==> config.mk <==
export PLATFORM = sky130hd
export DESIGN_NAME = atm_txn_controller
export DESIGN_NICKNAME = d
export VERILOG_FILES = /design/src/rtl/atm_txn_controller.sv
export SDC_FILE = /design/constraint.sdc
export NUM_CORES = 1
export LEC_CHECK = 0
export BUFFER_PORTS_ARGS = -buffer_cell sky130_fd_sc_hd__buf_2
export CAP_MARGIN = 15
export CORE_MARGIN = 5
export CORE_UTILIZATION = 48
export DETAILED_ROUTE_END_ITERATION = 10
export PLACE_DENSITY = 0.68
export SYNTH_ARGS = -nofsm -noshare
export SYNTH_HDL_FRONTEND = slang
export SYNTH_SLANG_ARGS = --single-unit
export TNS_END_PERCENT = 50
==> constraint.sdc <==
create_clock -name clk -period 8.2 [get_ports clk]
set_input_delay 0.82 -clock clk [delete_from_list [all_inputs] [get_ports clk]]
set_output_delay 0.82 -clock clk [all_outputs]
set_load 0.05 [all_outputs]
==> src/rtl/atm_txn_controller.sv <==
`default_nettype none
// ============================================================================
// Module   : atm_txn_controller
// Purpose  : Multi-account ATM transaction sequencer. Handles card insertion,
//            PIN check with per-account lockout, and balance, withdraw,
//            deposit, transfer and PIN-change transactions with an optional
//            receipt. Holds the balance, PIN and lock register files.
// Ports    : clk, reset (async, active-high)
//            card_valid/card_acct   - card insertion and account on the card
//            pin_valid/pin          - entered PIN, or new PIN in PINCHG
//            op_valid/opcode        - 0 eject,1 bal,2 wdraw,3 dep,4 xfer,5 pinchg
//            amt_valid/amount/dst_acct - transaction amount and xfer target
//            rcpt_valid/take_receipt   - receipt choice
//            state_o, balance_o, err_o - status (all registered)
//            dispense_o/dispense_amt, print_o, eject_o, retain_o - pulses
// Options  : ATM_IDLE_TIMEOUT_EN - build the idle-timeout counter
//            (TIMEOUT_CYC cycles without a strobe -> EJECT with err 7)
// Revision : 1.0 - initial release
// ============================================================================
module atm_txn_controller #(
  parameter int               AMT_W       = 32,
  parameter int               PIN_W       = 16,
  parameter int               NUM_ACCTS   = 4,
  parameter int               MAX_TRIES   = 3,
  parameter logic [AMT_W-1:0] INIT_BAL    = AMT_W'(100000),
  parameter logic [PIN_W-1:0] INIT_PIN    = PIN_W'(16'h1234),
  parameter int               TIMEOUT_CYC = 1024,
  localparam int              AW          = (NUM_ACCTS > 1) ? $clog2(NUM_ACCTS) : 1
) (
  input  logic             clk,
  input  logic             reset,
  input  logic             card_valid,
  input  logic [AW-1:0]    card_acct,
  input  logic             pin_valid,
  input  logic [PIN_W-1:0] pin,
  input  logic             op_valid,
  input  logic [2:0]       opcode,
  input  logic             amt_valid,
  input  logic [AMT_W-1:0] amount,
  input  logic [AW-1:0]    dst_acct,
  input  logic             rcpt_valid,
  input  logic             take_receipt,
  output logic [3:0]       state_o,
  output logic [AMT_W-1:0] balance_o,
  output logic             dispense_o,
  output logic [AMT_W-1:0] dispense_amt,
  output logic             print_o,
  output logic             eject_o,
  output logic             retain_o,
  output logic [2:0]       err_o
);

  localparam int TRW = $clog2(MAX_TRIES + 1);

  localparam logic [2:0] ERR_NONE    = 3'd0;
  localparam logic [2:0] ERR_PIN     = 3'd1;
  localparam logic [2:0] ERR_LOCKED  = 3'd2;
  localparam logic [2:0] ERR_FUNDS   = 3'd3;
  localparam logic [2:0] ERR_OVF     = 3'd4;
  localparam logic [2:0] ERR_DST     = 3'd5;
  localparam logic [2:0] ERR_ZERO    = 3'd6;
  localparam logic [2:0] ERR_TIMEOUT = 3'd7;

  typedef enum logic [3:0] {
    S_IDLE    = 4'd0,
    S_PIN     = 4'd1,
    S_HOME    = 4'd2,
    S_BAL     = 4'd3,
    S_WDRAW   = 4'd4,
    S_DEP     = 4'd5,
    S_XFER    = 4'd6,
    S_PINCHG  = 4'd7,
    S_RECEIPT = 4'd8,
    S_PRINT   = 4'd9,
    S_EJECT   = 4'd10,
    S_RETAIN  = 4'd11
  } state_t;

  state_t state, state_nxt;

  // Register files
  logic [AMT_W-1:0]     bal  [NUM_ACCTS];
  logic [PIN_W-1:0]     pins [NUM_ACCTS];
  logic [NUM_ACCTS-1:0] locked;
  logic [AW-1:0]        active;
  logic [TRW-1:0]       tries;

  // Next-state / control from the combinational process
  logic [AW-1:0]    active_nxt;
  logic [TRW-1:0]   tries_nxt;
  logic [2:0]       err_nxt;
  logic             lock_set, pin_wr, src_wr, dst_wr, dispense_nxt;
  logic [AMT_W-1:0] src_val, dst_val;
  logic             timeout_hit;

  // Datapath helpers
  logic             card_ok, dst_ok;
  logic [AMT_W-1:0] src_bal, dst_bal;
  logic [AMT_W:0]   dep_sum, xfer_sum;

  assign card_ok  = (int'(card_acct) < NUM_ACCTS);
  // A transfer to self is rejected along with out-of-range targets.
  assign dst_ok   = (int'(dst_acct) < NUM_ACCTS) && (dst_acct != active);
  assign src_bal  = bal[active];
  assign dst_bal  = bal[dst_acct];
  assign dep_sum  = {1'b0, src_bal} + {1'b0, amount};
  assign xfer_sum = {1'b0, dst_bal} + {1'b0, amount};

  assign state_o  = state;

`ifdef ATM_IDLE_TIMEOUT_EN
  localparam int TW = $clog2(TIMEOUT_CYC + 1);
  logic [TW-1:0] idle_cnt;
  logic          waiting, any_strobe;

  assign waiting    = (state == S_PIN)   || (state == S_HOME) || (state == S_WDRAW) ||
                      (state == S_DEP)   || (state == S_XFER) || (state == S_PINCHG) ||
                      (state == S_RECEIPT);
  assign any_strobe = card_valid | pin_valid | op_valid | amt_valid | rcpt_valid;
  // Fires on the last of TIMEOUT_CYC strobe-free cycles spent in one state.
  assign timeout_hit = waiting && !any_strobe && (idle_cnt == TW'(TIMEOUT_CYC - 1));

  always_ff @(posedge clk or posedge reset) begin
    if (reset) begin
      idle_cnt <= '0;
    end else if (!waiting || any_strobe || (state_nxt != state)) begin
      idle_cnt <= '0;
    end else begin
      idle_cnt <= idle_cnt + TW'(1);
    end
  end
`else
  // Timeout not built: constant false (TIMEOUT_CYC is never negative).
  assign timeout_hit = (TIMEOUT_CYC < 0);
`endif

  // State register
  always_ff @(posedge clk or posedge reset) begin
    if (reset) state <= S_IDLE;
    else       state <= state_nxt;
  end

  // Next-state and transaction decisions
  always_comb begin
    state_nxt    = state;
    active_nxt   = active;
    tries_nxt    = tries;
    err_nxt      = err_o;
    lock_set     = 1'b0;
    pin_wr       = 1'b0;
    src_wr       = 1'b0;
    dst_wr       = 1'b0;
    dispense_nxt = 1'b0;
    src_val      = src_bal;
    dst_val      = dst_bal;

    case (state)
      S_IDLE: if (card_valid) begin
        active_nxt = card_acct;
        tries_nxt  = '0;
        err_nxt    = ERR_NONE;
        // An account number beyond NUM_ACCTS is treated like a locked card.
        if (!card_ok || locked[card_acct]) begin
          state_nxt = S_RETAIN;
          err_nxt   = ERR_LOCKED;
        end else begin
          state_nxt = S_PIN;
        end
      end
      S_PIN: if (pin_valid) begin
        err_nxt = ERR_NONE;
        if (pin == pins[active]) begin
          state_nxt = S_HOME;
        end else begin
          tries_nxt = tries + TRW'(1);
          err_nxt   = ERR_PIN;
          if ((int'(tries) + 1) >= MAX_TRIES) begin
            lock_set  = 1'b1;
            err_nxt   = ERR_LOCKED;
            state_nxt = S_RETAIN;
          end
        end
      end
      S_HOME: if (op_valid) begin
        err_nxt = ERR_NONE;
        case (opcode)
          3'd0:    state_nxt = S_EJECT;
          3'd1:    state_nxt = S_BAL;
          3'd2:    state_nxt = S_WDRAW;
          3'd3:    state_nxt = S_DEP;
          3'd4:    state_nxt = S_XFER;
          3'd5:    state_nxt = S_PINCHG;
          default: state_nxt = S_HOME;
        endcase
      end
      S_BAL: state_nxt = S_RECEIPT;
      S_WDRAW: if (amt_valid) begin
        err_nxt   = ERR_NONE;
        state_nxt = S_HOME;
        if (amount == '0) begin
          err_nxt = ERR_ZERO;
        end else if (amount > src_bal) begin
          err_nxt = ERR_FUNDS;
        end else begin
          src_wr       = 1'b1;
          src_val      = src_bal - amount;
          dispense_nxt = 1'b1;
          state_nxt    = S_RECEIPT;
        end
      end
      S_DEP: if (amt_valid) begin
        err_nxt   = ERR_NONE;
        state_nxt = S_HOME;
        if (amount == '0) begin
          err_nxt = ERR_ZERO;
        end else if (dep_sum[AMT_W]) begin
          err_nxt = ERR_OVF;
        end else begin
          src_wr    = 1'b1;
          src_val   = dep_sum[AMT_W-1:0];
          state_nxt = S_RECEIPT;
        end
      end
      S_XFER: if (amt_valid) begin
        err_nxt   = ERR_NONE;
        state_nxt = S_HOME;
        if (!dst_ok) begin
          err_nxt = ERR_DST;
        end else if (amount == '0) begin
          err_nxt = ERR_ZERO;
        end else if (amount > src_bal) begin
          err_nxt = ERR_FUNDS;
        end else if (xfer_sum[AMT_W]) begin
          err_nxt = ERR_OVF;
        end else begin
          // Debit and credit commit on the same edge; dst != active here.
          src_wr    = 1'b1;
          src_val   = src_bal - amount;
          dst_wr    = 1'b1;
          dst_val   = xfer_sum[AMT_W-1:0];
          state_nxt = S_RECEIPT;
        end
      end
      S_PINCHG: if (pin_valid) begin
        err_nxt   = ERR_NONE;
        pin_wr    = 1'b1;
        state_nxt = S_HOME;
      end
      S_RECEIPT: if (rcpt_valid) begin
        err_nxt   = ERR_NONE;
        state_nxt = take_receipt ? S_PRINT : S_HOME;
      end
      S_PRINT:  state_nxt = S_HOME;
      S_EJECT:  state_nxt = S_IDLE;
      S_RETAIN: state_nxt = S_IDLE;
      default:  state_nxt = S_IDLE;
    endcase

    // Only reachable when no strobe arrived this cycle.
    if (timeout_hit) begin
      state_nxt = S_EJECT;
      err_nxt   = ERR_TIMEOUT;
    end
  end

  // Register files
  always_ff @(posedge clk or posedge reset) begin
    if (reset) begin
      for (int i = 0; i < NUM_ACCTS; i++) begin
        bal[i]  <= INIT_BAL;
        pins[i] <= INIT_PIN;
      end
      locked <= '0;
    end else begin
      if (src_wr)   bal[active]    <= src_val;
      if (dst_wr)   bal[dst_acct]  <= dst_val;
      if (pin_wr)   pins[active]   <= pin;
      if (lock_set) locked[active] <= 1'b1;
    end
  end

  // Session registers and outputs
  always_ff @(posedge clk or posedge reset) begin
    if (reset) begin
      active       <= '0;
      tries        <= '0;
      err_o        <= ERR_NONE;
      balance_o    <= '0;
      dispense_o   <= 1'b0;
      dispense_amt <= '0;
      print_o      <= 1'b0;
      eject_o      <= 1'b0;
      retain_o     <= 1'b0;
    end else begin
      active       <= active_nxt;
      tries        <= tries_nxt;
      err_o        <= err_nxt;
      dispense_o   <= dispense_nxt;
      dispense_amt <= dispense_nxt ? amount : '0;
      // Pulses coincide with the one-cycle state they announce.
      print_o      <= (state_nxt == S_PRINT);
      eject_o      <= (state_nxt == S_EJECT);
      retain_o     <= (state_nxt == S_RETAIN);
      if ((state_nxt == S_BAL) || (state_nxt == S_RECEIPT)) begin
        balance_o <= src_wr ? src_val : src_bal;
      end
    end
  end

endmodule
`default_nettype wire

==> results of run 1 <==
kinds of logic after synthesis:
group                      share of synthesized area
buffers and inverters                        0.04564
xor gates and xnor gates                     0.02133
adders and majority gates                    0.06890
AOI/OAI and AO/OA                             0.1939
and+or+nand+nor                               0.1364
muxes                                         0.1891
DFF                                           0.3447
layer usage:
| layer | share of wire | wire length, um | vias up | track usage |
|---|---|---|---|---|
| met5 | 0.00010 | 7 | - | 0 |
| li1 | - | - | 7970 | - |
| met3 | 0.10 | 6973 | 142 | 0.06319 |
| met2 | 0.45 | 30800 | 943 | 0.4441 |
| met4 | 0.030 | 2071 | 2 | 0.08482 |
| met1 | 0.42 | 28670 | 8807 | 0.4032 |
final timing paths:
check / endpoint / slack (ns)
setup / recovery: bal[1] / 1.95
setup reg to reg: bal[1] / 1.95
hold / removal: bal[4] / 0.32
min in group clk: eject_o / 0.41
max in group asynchronous: active[0] / 6.44
hold reg to reg: err_o[1] / 0.48
cell type report:
cell class                 instances  share of cell area
multi-input combinational       1569              0.5482
sequential                       275              0.3091
clock buffer                      48             0.04228
tap                              539             0.03002
timing repair buffer             176             0.04490
antenna                            2           0.0002228
inverter                         106             0.01788
clock inverter                    10            0.007464
stage by stage:
step                      cells  hold WS (ns)  instance area [um2]
after global routing       2724        0.3697                22460
after global placement     2663        0.4578                21310
after CTS                  2721        0.3243                22430
after detailed placement   2663        0.4690                21310
final                      2725        0.3238                22460
after floorplan            2075        0.4377                20130
Yosys cell counts, types with 44 or more instances:
library cell,number
nand2_1,124
dfrtp_1,231
inv_1,106
a21oi_1,177
nor3_1,48
nor4_1,51
clkbuf_1,81
mux2i_1,97
o21ai_0,106
ha_1,106
nor2_1,126
mux4_2,81
nand3_1,50
mux2_2,69
dfstp_2,44
power breakdown:
| group | leakage, nW | total, W | internal, W | switching [W] |
|---|---|---|---|---|
| Clock | 0.550 | 0.00151 | 0.000920 | 0.000592 |
| Sequential | 3.63 | 0.00177 | 0.00154 | 0.000226 |
| Combinational | 6.17 | 0.00224 | 0.000808 | 0.00143 |
registers in the layout, summed over array words and instances (netlist names):
register,flops
err_o,3
print_o,1
locked,4
tries,2
active,2
state_o,4
pins,64
bal,128
eject_o,1
balance_o,32
dispense_amt,32
dispense_o,1
retain_o,1
worst max-delay path: cells and delay by family, from the launching register on:
family / cells / cell delay (ns)
buf+inv: 3 / 0.90
compound gates: 7 / 1.54
simple gates: 2 / 1.11
fa+ha+maj: 1 / 0.57
mux: 2 / 0.90
flops: 1 / 0.95
==> results.py, run 1 <==
metrics = {
    "timing": {
        "fin_setup_tns_ns": 0,
        "slew_headroom": 0.2981,
        "fmax_ghz": 0.1600,
        "rsz0062_at_grt": "false",
        "period_share": 0.7622,
        "worstMarginPinSlew_ns": 1.050,
        "fin_ws_ns": 1.950,
        "finalHoldViolations": 0,
        "finClkSkew_ns": 0.01790,
        "finalMaxSlewViolations": 0,
        "setup-violations-final": 0,
        "period_needed_ns": 6.250,
    },
    "die": {
        "start_util": 0.4829,
        "die_x_um": 214.7,
        "rows": 75,
        "die-height_um": 214.7,
        "io_pins": 138,
        "dieArea_mm2": 0.04612,
        "core_mm2": 0.04167,
    },
    "setup_path": {
        "end_kind": "register",
        "crit_chain": "mux4_2, ha_1, and4bb_2, a311oi_1, a21oi_1, o211ai_1, a31oi_2, a211oi_4, buf_4, a21oi_4, buf_4, nor2_2, buf_4, mux2i_1, o21ai_0",
        "critPathRequiredTime_ns": 8.63,
        "rr_startpoint": "active[0]",
        "crit_start": "active[0]",
        "critPathArrivalTime_ns": 6.68,
        "path_class": "reg2reg",
        "r2r_cells": 15,
        "path_max_fanout": 38,
        "crit_path_max_incr_delay_ns": 0.95,
        "cp-start-kind": "register",
        "crit_slowest_cell": "dfrtp_4",
        "crit_top_cell": "buf_4",
    },
    "synth": {
        "synth_top_area_cell": "dfrtp_1",
        "synth_warnings": 0,
        "synthesis.nets": 2247,
        "synth_edf_count": 0,
        "ys_ff_latch": 275,
        "yosysTopAreaCellShare": 0.2873,
        "postSynthCellCount": 2075,
        "async_flop_share": 1.000,
        "synth.area.top_cells": "dfrtp_1 29%, mux4_2 9.1%, ha_1 6.6%, dfstp_2 5.7%, mux2i_1 4.8%",
        "syn_avg_cell_area_um2": 9.697,
        "synth_flop_cell": "dfrtp_1",
        "netlist_area_mm2": 0.02012,
        "ys_types": 82,
        "synth_seq_area_share": 0.3447,
    },
    "routing": {
        "drt-wirelength-per-cell_um": 25.14,
        "wl_um": 68520,
        "antenna_left": 0,
        "vias_per_cell": 6.556,
        "firstDrtPassIters": 7,
        "drt_iter0_drc": 2027,
        "vias": 17860,
        "drc_errors": 0,
    },
    "power_and_ir_drop": {
        "powerDensity_mw_per_mm2": 245.8,
        "power.total_w": 0.005521,
        "p_leak_nw": 10.35,
        "peakVddDrop_v": 0.0001704,
    },
    "grt": {
        "grt_max_degree": 165,
        "antenna_found_initial": 4,
        "grtUsageTotal": 0.2855,
        "grt_pass1_wl_um": 104500,
        "grt_pass1_vias": 17510,
        "globalRoute.totalOverflow": 0,
    },
    "cts": {
        "cts_buffers": 31,
        "h-tree-depth": 1,
        "cts_sinks": 275,
        "root_buffer": "clkbuf_16",
        "cts_tree": "yes",
        "clkLatencyLatePin_ns": 0.61,
        "path_clk_slew_ns": 0.06,
        "cts_max_path_buffers": 3,
        "holdBufCountCts": 0,
        "cts_resized": 0,
        "postCtsSetupRepairBufs": 0,
    },
    "placement": {
        "dp_worst_setup_slack_ns": 1.664,
        "port_buffers": 137,
        "gp_congestion": 1.012,
        "dp_hpwl_um": 50420,
    },
    "final_layout": {
        "syn2layout_area_growth_pct": 11.63,
        "drive_above_1_share": 0.2161,
        "finalCoreUtilization": 0.5391,
        "mostFrequentLayoutCells": "228 x dfrtp_1, 177 x a21oi_1, 137 x buf_2, 124 x nand2_1, 122 x nor2_1",
        "num-fill-cells": 3694,
        "final_nets": 2331,
        "layout_commonest_cell": "dfrtp_1",
        "multiInputGateArea_mm2": 0.01231,
        "seq_area_mm2": 0.006943,
    },
    "flow_run": {
        "maxCapViolCount": 0,
    },
    "worst_hold_path": {
        "hold_path.class": "in2async",
    },
    "run_status": {
        "status": "completed",
    },
}
Power figures use the tool's default switching activity.
==> inputs of run 2 (changes only) <==
--- a/config.mk
+++ b/config.mk
@@ -10,7 +10,7 @@
 export CORE_MARGIN = 5
 export CORE_UTILIZATION = 48
 export DETAILED_ROUTE_END_ITERATION = 10
-export PLACE_DENSITY = 0.68
+export PLACE_DENSITY = 0.66
 export SYNTH_ARGS = -nofsm -noshare
 export SYNTH_HDL_FRONTEND = slang
 export SYNTH_SLANG_ARGS = --single-unit
==> constraint.sdc (replaced) <==
create_clock -name clk -period 5.78 [get_ports clk]
set_input_delay 0.578 -clock clk [delete_from_list [all_inputs] [get_ports clk]]
set_output_delay 0.578 -clock clk [all_outputs]
set_load 0.05 [all_outputs]
==> results.py, run 2 (synthesis gave the netlist of run 1 again) <==
metrics = {
    "grt": {
        "globalRoute.totalOverflow": 0,
        "antenna_found_initial": 4,
        "grt_pass1_wl_um": 107500,
        "grtUsageTotal": 0.2941,
        "grt_pass1_vias": 17810,
        "grt_max_degree": 162,
    },
    "cts": {
        "cts_max_path_buffers": 3,
        "clkLatencyLatePin_ns": 0.61,
        "cts_tree": "yes",
        "h-tree-depth": 1,
        "cts_sinks": 275,
        "path_clk_slew_ns": 0.07,
        "root_buffer": "clkbuf_16",
        "cts_buffers": 31,
        "holdBufCountCts": 0,
    },
    "setup_path": {
        "path_class": "reg2reg",
        "crit_end": "bal[71]",
        "r2r_cells": 15,
        "crit_top_cell": "buf_4",
        "path_max_fanout": 28,
        "crit_family": "multiplexers",
        "crit_slowest_cell": "mux4_2",
        "crit_start": "active[0]",
        "cp-start-kind": "register",
        "r2r_end": "bal[71]",
        "cp_num_buf_inv": 3,
        "crit_path_max_incr_delay_ns": 0.67,
        "regToRegSetupSlack_ns": 0.34,
        "critPathArrivalTime_ns": 5.97,
        "end_kind": "register",
        "crit_cells": 15,
        "rr_startpoint": "active[0]",
        "crit_chain": "buf_4, mux4_2, ha_1, nand2b_1, o21a_1, nand2_1, o211ai_1, a31oi_2, buf_4, a211oi_4, buf_4, a32oi_1, mux2i_1, mux2i_1, a21oi_1",
        "critPathRequiredTime_ns": 6.31,
    },
    "timing": {
        "slew_headroom": 0.3544,
        "fmax_ghz": 0.1839,
        "fin_setup_tns_ns": 0,
        "setup-violations-final": 0,
        "finalHoldViolations": 0,
        "finClkSkew_ns": 0.01910,
        "rsz0062_at_grt": "false",
        "finalMaxSlewViolations": 0,
        "fin_ws_ns": 0.3414,
        "hold_ws_ns": 0.1607,
        "period_share": 0.9409,
        "period_needed_ns": 5.439,
        "worstMarginPinSlew_ns": 0.9664,
    },
    "placement": {
        "port_buffers": 137,
        "numPlacedInstances": 2714,
        "placed_area_mm2": 0.02177,
        "dp_hpwl_um": 51940,
        "dp_worst_setup_slack_ns": 0.3835,
        "gp_congestion": 0.9706,
    },
    "routing": {
        "antenna_left": 0,
        "drc_errors": 0,
        "vias": 18210,
        "wl_um": 70510,
        "drt_iter0_drc": 1910,
        "vias_per_cell": 6.562,
        "drt-wirelength-per-cell_um": 25.41,
        "firstDrtPassIters": 10,
    },
    "run_status": {
        "status": "completed",
    },
    "die": {
        "dieArea_mm2": 0.04612,
        "rows": 75,
        "die_x_um": 214.7,
        "io_pins": 138,
        "die-height_um": 214.7,
        "start_util": 0.4829,
        "core_mm2": 0.04167,
    },
    "final_layout": {
        "num-fill-cells": 3731,
        "layout_commonest_cell": "dfrtp_1",
        "mostFrequentLayoutCells": "228 x dfrtp_1, 177 x a21oi_1, 137 x buf_2, 124 x nand2_1, 122 x nor2_1",
        "drive_above_1_share": 0.2351,
        "reg_top3": "bal x128, pins x64",
        "largest_reg_flops": 128,
        "top_register": "bal",
        "instances_no_fill": 2775,
        "final_nets": 2380,
        "final_area_mm2": 0.02288,
        "syn2layout_area_growth_pct": 13.69,
    },
    "power_and_ir_drop": {
        "power_frac_comb": 0.423,
        "powerDensity_mw_per_mm2": 349.3,
        "p_leak_nw": 10.60,
        "p_sw_w": 0.003306,
        "p_seq_frac": 0.307,
        "switching_share": 0.4137,
        "clkPwrFrac": 0.271,
        "peakVddDrop_v": 0.0003030,
        "internal_power_w": 0.004685,
    },
    "flow_run": {
        "maxCapViolCount": 0,
    },
    "worst_hold_path": {
        "hold_path.class": "in2reg",
    },
}
-- run 2: power groups by stage --
stage	registers, W	logic, W	clock network [W]
floorplan	0.00263	0.00212	0
global route	0.00249	0.00359	0.00226
CTS	0.00245	0.00332	0.00218
global placement	0.00246	0.00328	0
detailed placement	0.00248	0.00330	0
finish	0.00245	0.00338	0.00216
-- run 2: timing repair --
action | CTS | global route
setup endpoints to repair | 0 | 1
buffers inserted | 0 | 0
resized for setup | 0 | 1
-- run 2: through the flow --
stage / power, W / utilization
detailed placement: 0.005783 / 0.5224
finish: 0.007992 / 0.5490
global placement: 0.005742 / 0.5224
CTS: 0.007946 / 0.5488
global route: 0.008339 / 0.5490
floorplan: 0.004752 / -
-- run 2: final cells by class --
class                   instances  area, um2  share of cell area
multi-input cells            1569      12320              0.5384
diodes                          3      7.507           0.0003282
flip-flops and latches        275       6943              0.3035
clock inverters                19      242.7             0.01061
clock buffers                  39      855.8             0.03741
well taps                     539      674.4             0.02948
repair buffers                225       1434             0.06268
inverters                     106      401.6             0.01756
-- run 2: layer usage --
metal / global-route usage / routed length, um / up-vias
li1: - / - / 8052
met1: 0.4141 / 29230 / 8991
met2: 0.4605 / 31750 / 1021
met3: 0.06389 / 7392 / 145
met4: 0.08654 / 2141 / 0
met5: 0 / 0 / -
-- run 2: worst reg2reg max path, cell delays in order, from the launching register on --
cell	delay (ns)
dfrtp_4	0.63
buf_4	0.34
mux4_2	0.68
ha_1	0.56
nand2b_1	0.23
o21a_1	0.15
nand2_1	0.07
o211ai_1	0.45
a31oi_2	0.21
buf_4	0.21
a211oi_4	0.34
buf_4	0.42
a32oi_1	0.12
mux2i_1	0.61
mux2i_1	0.17
a21oi_1	0.18
-- run 2: how the worst min path moves through the flow --
stage,start,end,slack [ns],depth (start not counted)
detailed placement,locked[3],locked[3],0.46,1
finish,opcode[0],eject_o,0.16,2
global route,opcode[0],eject_o,0.16,2
CTS,opcode[0],eject_o,0.14,2
global placement,locked[2],locked[2],0.46,1
floorplan,locked[2],locked[2],0.44,1
==> inputs of run 3 (changes only) <==
--- a/config.mk
+++ b/config.mk
@@ -6,11 +6,10 @@
 export NUM_CORES = 1
 export LEC_CHECK = 0
 export BUFFER_PORTS_ARGS = -buffer_cell sky130_fd_sc_hd__buf_2
-export CAP_MARGIN = 15
-export CORE_MARGIN = 5
+export CORE_MARGIN = 2
 export CORE_UTILIZATION = 48
 export DETAILED_ROUTE_END_ITERATION = 10
-export PLACE_DENSITY = 0.66
+export PLACE_DENSITY_LB_ADDON = 0.25
 export SYNTH_ARGS = -nofsm -noshare
 export SYNTH_HDL_FRONTEND = slang
 export SYNTH_SLANG_ARGS = --single-unit
==> results.py, run 3 (synthesis gave the netlist of run 1 again) <==
metrics = {
    "flow_run": {
        "maxCapViolCount": 0,
    },
    "routing": {
        "antenna_left": 0,
        "wl_um": 70630,
        "drt_iter0_drc": 2080,
        "dr.max_layer_used": "met4",
        "firstDrtPassIters": 6,
        "vias": 18290,
        "met1Wirelength_um": 29810,
        "vias_per_cell": 6.584,
        "wl_met3_um": 7261,
        "drt-wirelength-per-cell_um": 25.42,
        "wl_met2_um": 31570,
        "drc_errors": 0,
    },
    "timing": {
        "fin_ws_ns": 0.3175,
        "setup-violations-final": 0,
        "hold_ws_ns": 0.2033,
        "period_share": 0.9451,
        "finalMaxSlewViolations": 0,
        "finalHoldViolations": 0,
        "slew_headroom": 0.2843,
        "finClkSkew_ns": 0.02164,
        "worstMarginPinSlew_ns": 1.069,
        "fmax_ghz": 0.1831,
        "rsz0062_at_grt": "false",
        "fin_setup_tns_ns": 0,
        "period_needed_ns": 5.462,
    },
    "power_and_ir_drop": {
        "power.total_w": 0.007870,
        "p_seq_frac": 0.313,
        "clkPwrFrac": 0.266,
        "peakVddDrop_v": 0.0001812,
        "internal_power_w": 0.004610,
        "p_leak_nw": 10.58,
        "switching_share": 0.4143,
        "powerDensity_mw_per_mm2": 344.7,
        "power_frac_comb": 0.421,
        "p_sw_w": 0.003260,
    },
    "cts": {
        "cts_max_path_buffers": 3,
        "root_buffer": "clkbuf_16",
        "path_clk_slew_ns": 0.06,
        "cts_buffers": 34,
        "postCtsSetupRepairBufs": 0,
        "cts_tree": "yes",
        "cts_sinks": 275,
        "clkLatencyLatePin_ns": 0.56,
        "h-tree-depth": 2,
    },
    "placement": {
        "gp_congestion": 0.9759,
        "dp_worst_setup_slack_ns": 0.2591,
        "dp_hpwl_um": 51960,
        "port_buffers": 137,
        "numPlacedInstances": 2716,
    },
    "die": {
        "io_pins": 138,
        "core_mm2": 0.04167,
        "start_util": 0.4829,
        "rows": 75,
        "dieArea_mm2": 0.04357,
        "die-height_um": 208.7,
        "die_x_um": 208.7,
    },
    "setup_path": {
        "path_class": "reg2reg",
        "end_kind": "register",
        "path_max_fanout": 20,
        "critPathRequiredTime_ns": 6.24,
        "critPathArrivalTime_ns": 5.92,
        "cp-start-kind": "register",
    },
    "final_layout": {
        "layout_commonest_cell": "dfrtp_1",
        "num-fill-cells": 3780,
        "largest_reg_flops": 128,
        "reg_top3": "bal x128, pins x64",
        "top_register": "bal",
        "syn2layout_area_growth_pct": 13.46,
        "instances_no_fill": 2778,
        "multiInputGateArea_mm2": 0.01232,
        "seq_area_mm2": 0.006943,
        "final_nets": 2386,
        "drive_above_1_share": 0.2325,
        "mostFrequentLayoutCells": "228 x dfrtp_1, 177 x a21oi_1, 137 x buf_2, 124 x nand2_1, 122 x nor2_1",
    },
    "worst_hold_path": {
        "hold_path.class": "in2reg",
    },
    "grt": {
        "globalRoute.totalOverflow": 0,
        "grt_pass1_vias": 17840,
        "grt_max_degree": 105,
        "antenna_found_initial": 2,
        "grtUsageTotal": 0.3196,
        "grt_pass1_wl_um": 106900,
    },
    "run_status": {
        "status": "completed",
    },
}
[run 3: cell types whose count changed in the layout (fill, tap and decap cells not counted), sizes merged]
cell / change
diode: -1
inv: +1
clkinvlp: -2
bufinv: -3
clkinv: -4
dlygate4sd3: +1
buf: +2
clkbuf: +9
[run 3: through the flow]
step | utilization | instance area, um2
after detailed placement | 0.5219 | 21740
after global routing | 0.5479 | 22830
final | 0.5479 | 22830
after floorplan | - | 20130
after global placement | 0.5219 | 21740
after CTS | 0.5477 | 22820
[run 3: repair_timing]
action	4_1_cts	5_1_grt
hold buffers	1	0
endpoints found under the setup margin	0	3
resized for setup	0	1
hold endpoints to repair	7	0
[run 3: power by group through the flow]
stage	Clock (W)	Sequential, W	Combinational [W]
after floorplan	0	0.00263	0.00212
after global placement	0	0.00247	0.00322
after detailed placement	0	0.00249	0.00324
after CTS	0.00214	0.00246	0.00325
after global routing	0.00221	0.00250	0.00353
final	0.00209	0.00246	0.00331
[run 3: worst paths after layout]
check	endpoint	cells past startpoint	from	slack [ns]
worst max-delay path	bal[98]	15	active[0]	0.32
worst max register to register	bal[98]	15	active[0]	0.32
worst min-delay path	eject_o	2	opcode[0]	0.20
worst min register to register	err_o[1]	1	err_o[1]	0.48
max in group asynchronous	pins[23]	5	reset	3.73
min in group asynchronous	bal[4]	3	reset	0.53
[run 3: worst max-delay path: stages (launching register included)]
cell and delay (ns):
dfrtp_4 0.72, buf_4 0.31, mux4_2 0.63, ha_1 0.46
a21oi_1 0.31, o21a_1 0.19, nand2_1 0.07, o211ai_1 0.50
a31oi_2 0.15, buf_4 0.20, a211oi_4 0.36, buf_4 0.34
a32oi_1 0.09, mux2i_1 0.73, nand2_1 0.11, a22oi_1 0.17
[run 3: cell type report]
cell class	instances	share of cell area
clock inverter	11	0.005864
clock buffer	48	0.04089
sequential	275	0.3041
antenna	2	0.0002192
tap	539	0.02954
multi-input combinational	1569	0.5395
inverter	106	0.01759
timing repair buffer	228	0.06226
[run 3: routing by layer]
metal | vias up | global-route usage
met4 | 0 | 0.09754
met3 | 141 | 0.07499
met5 | - | 0
met1 | 9054 | 0.4485
met2 | 1011 | 0.4924
li1 | 8083 | -
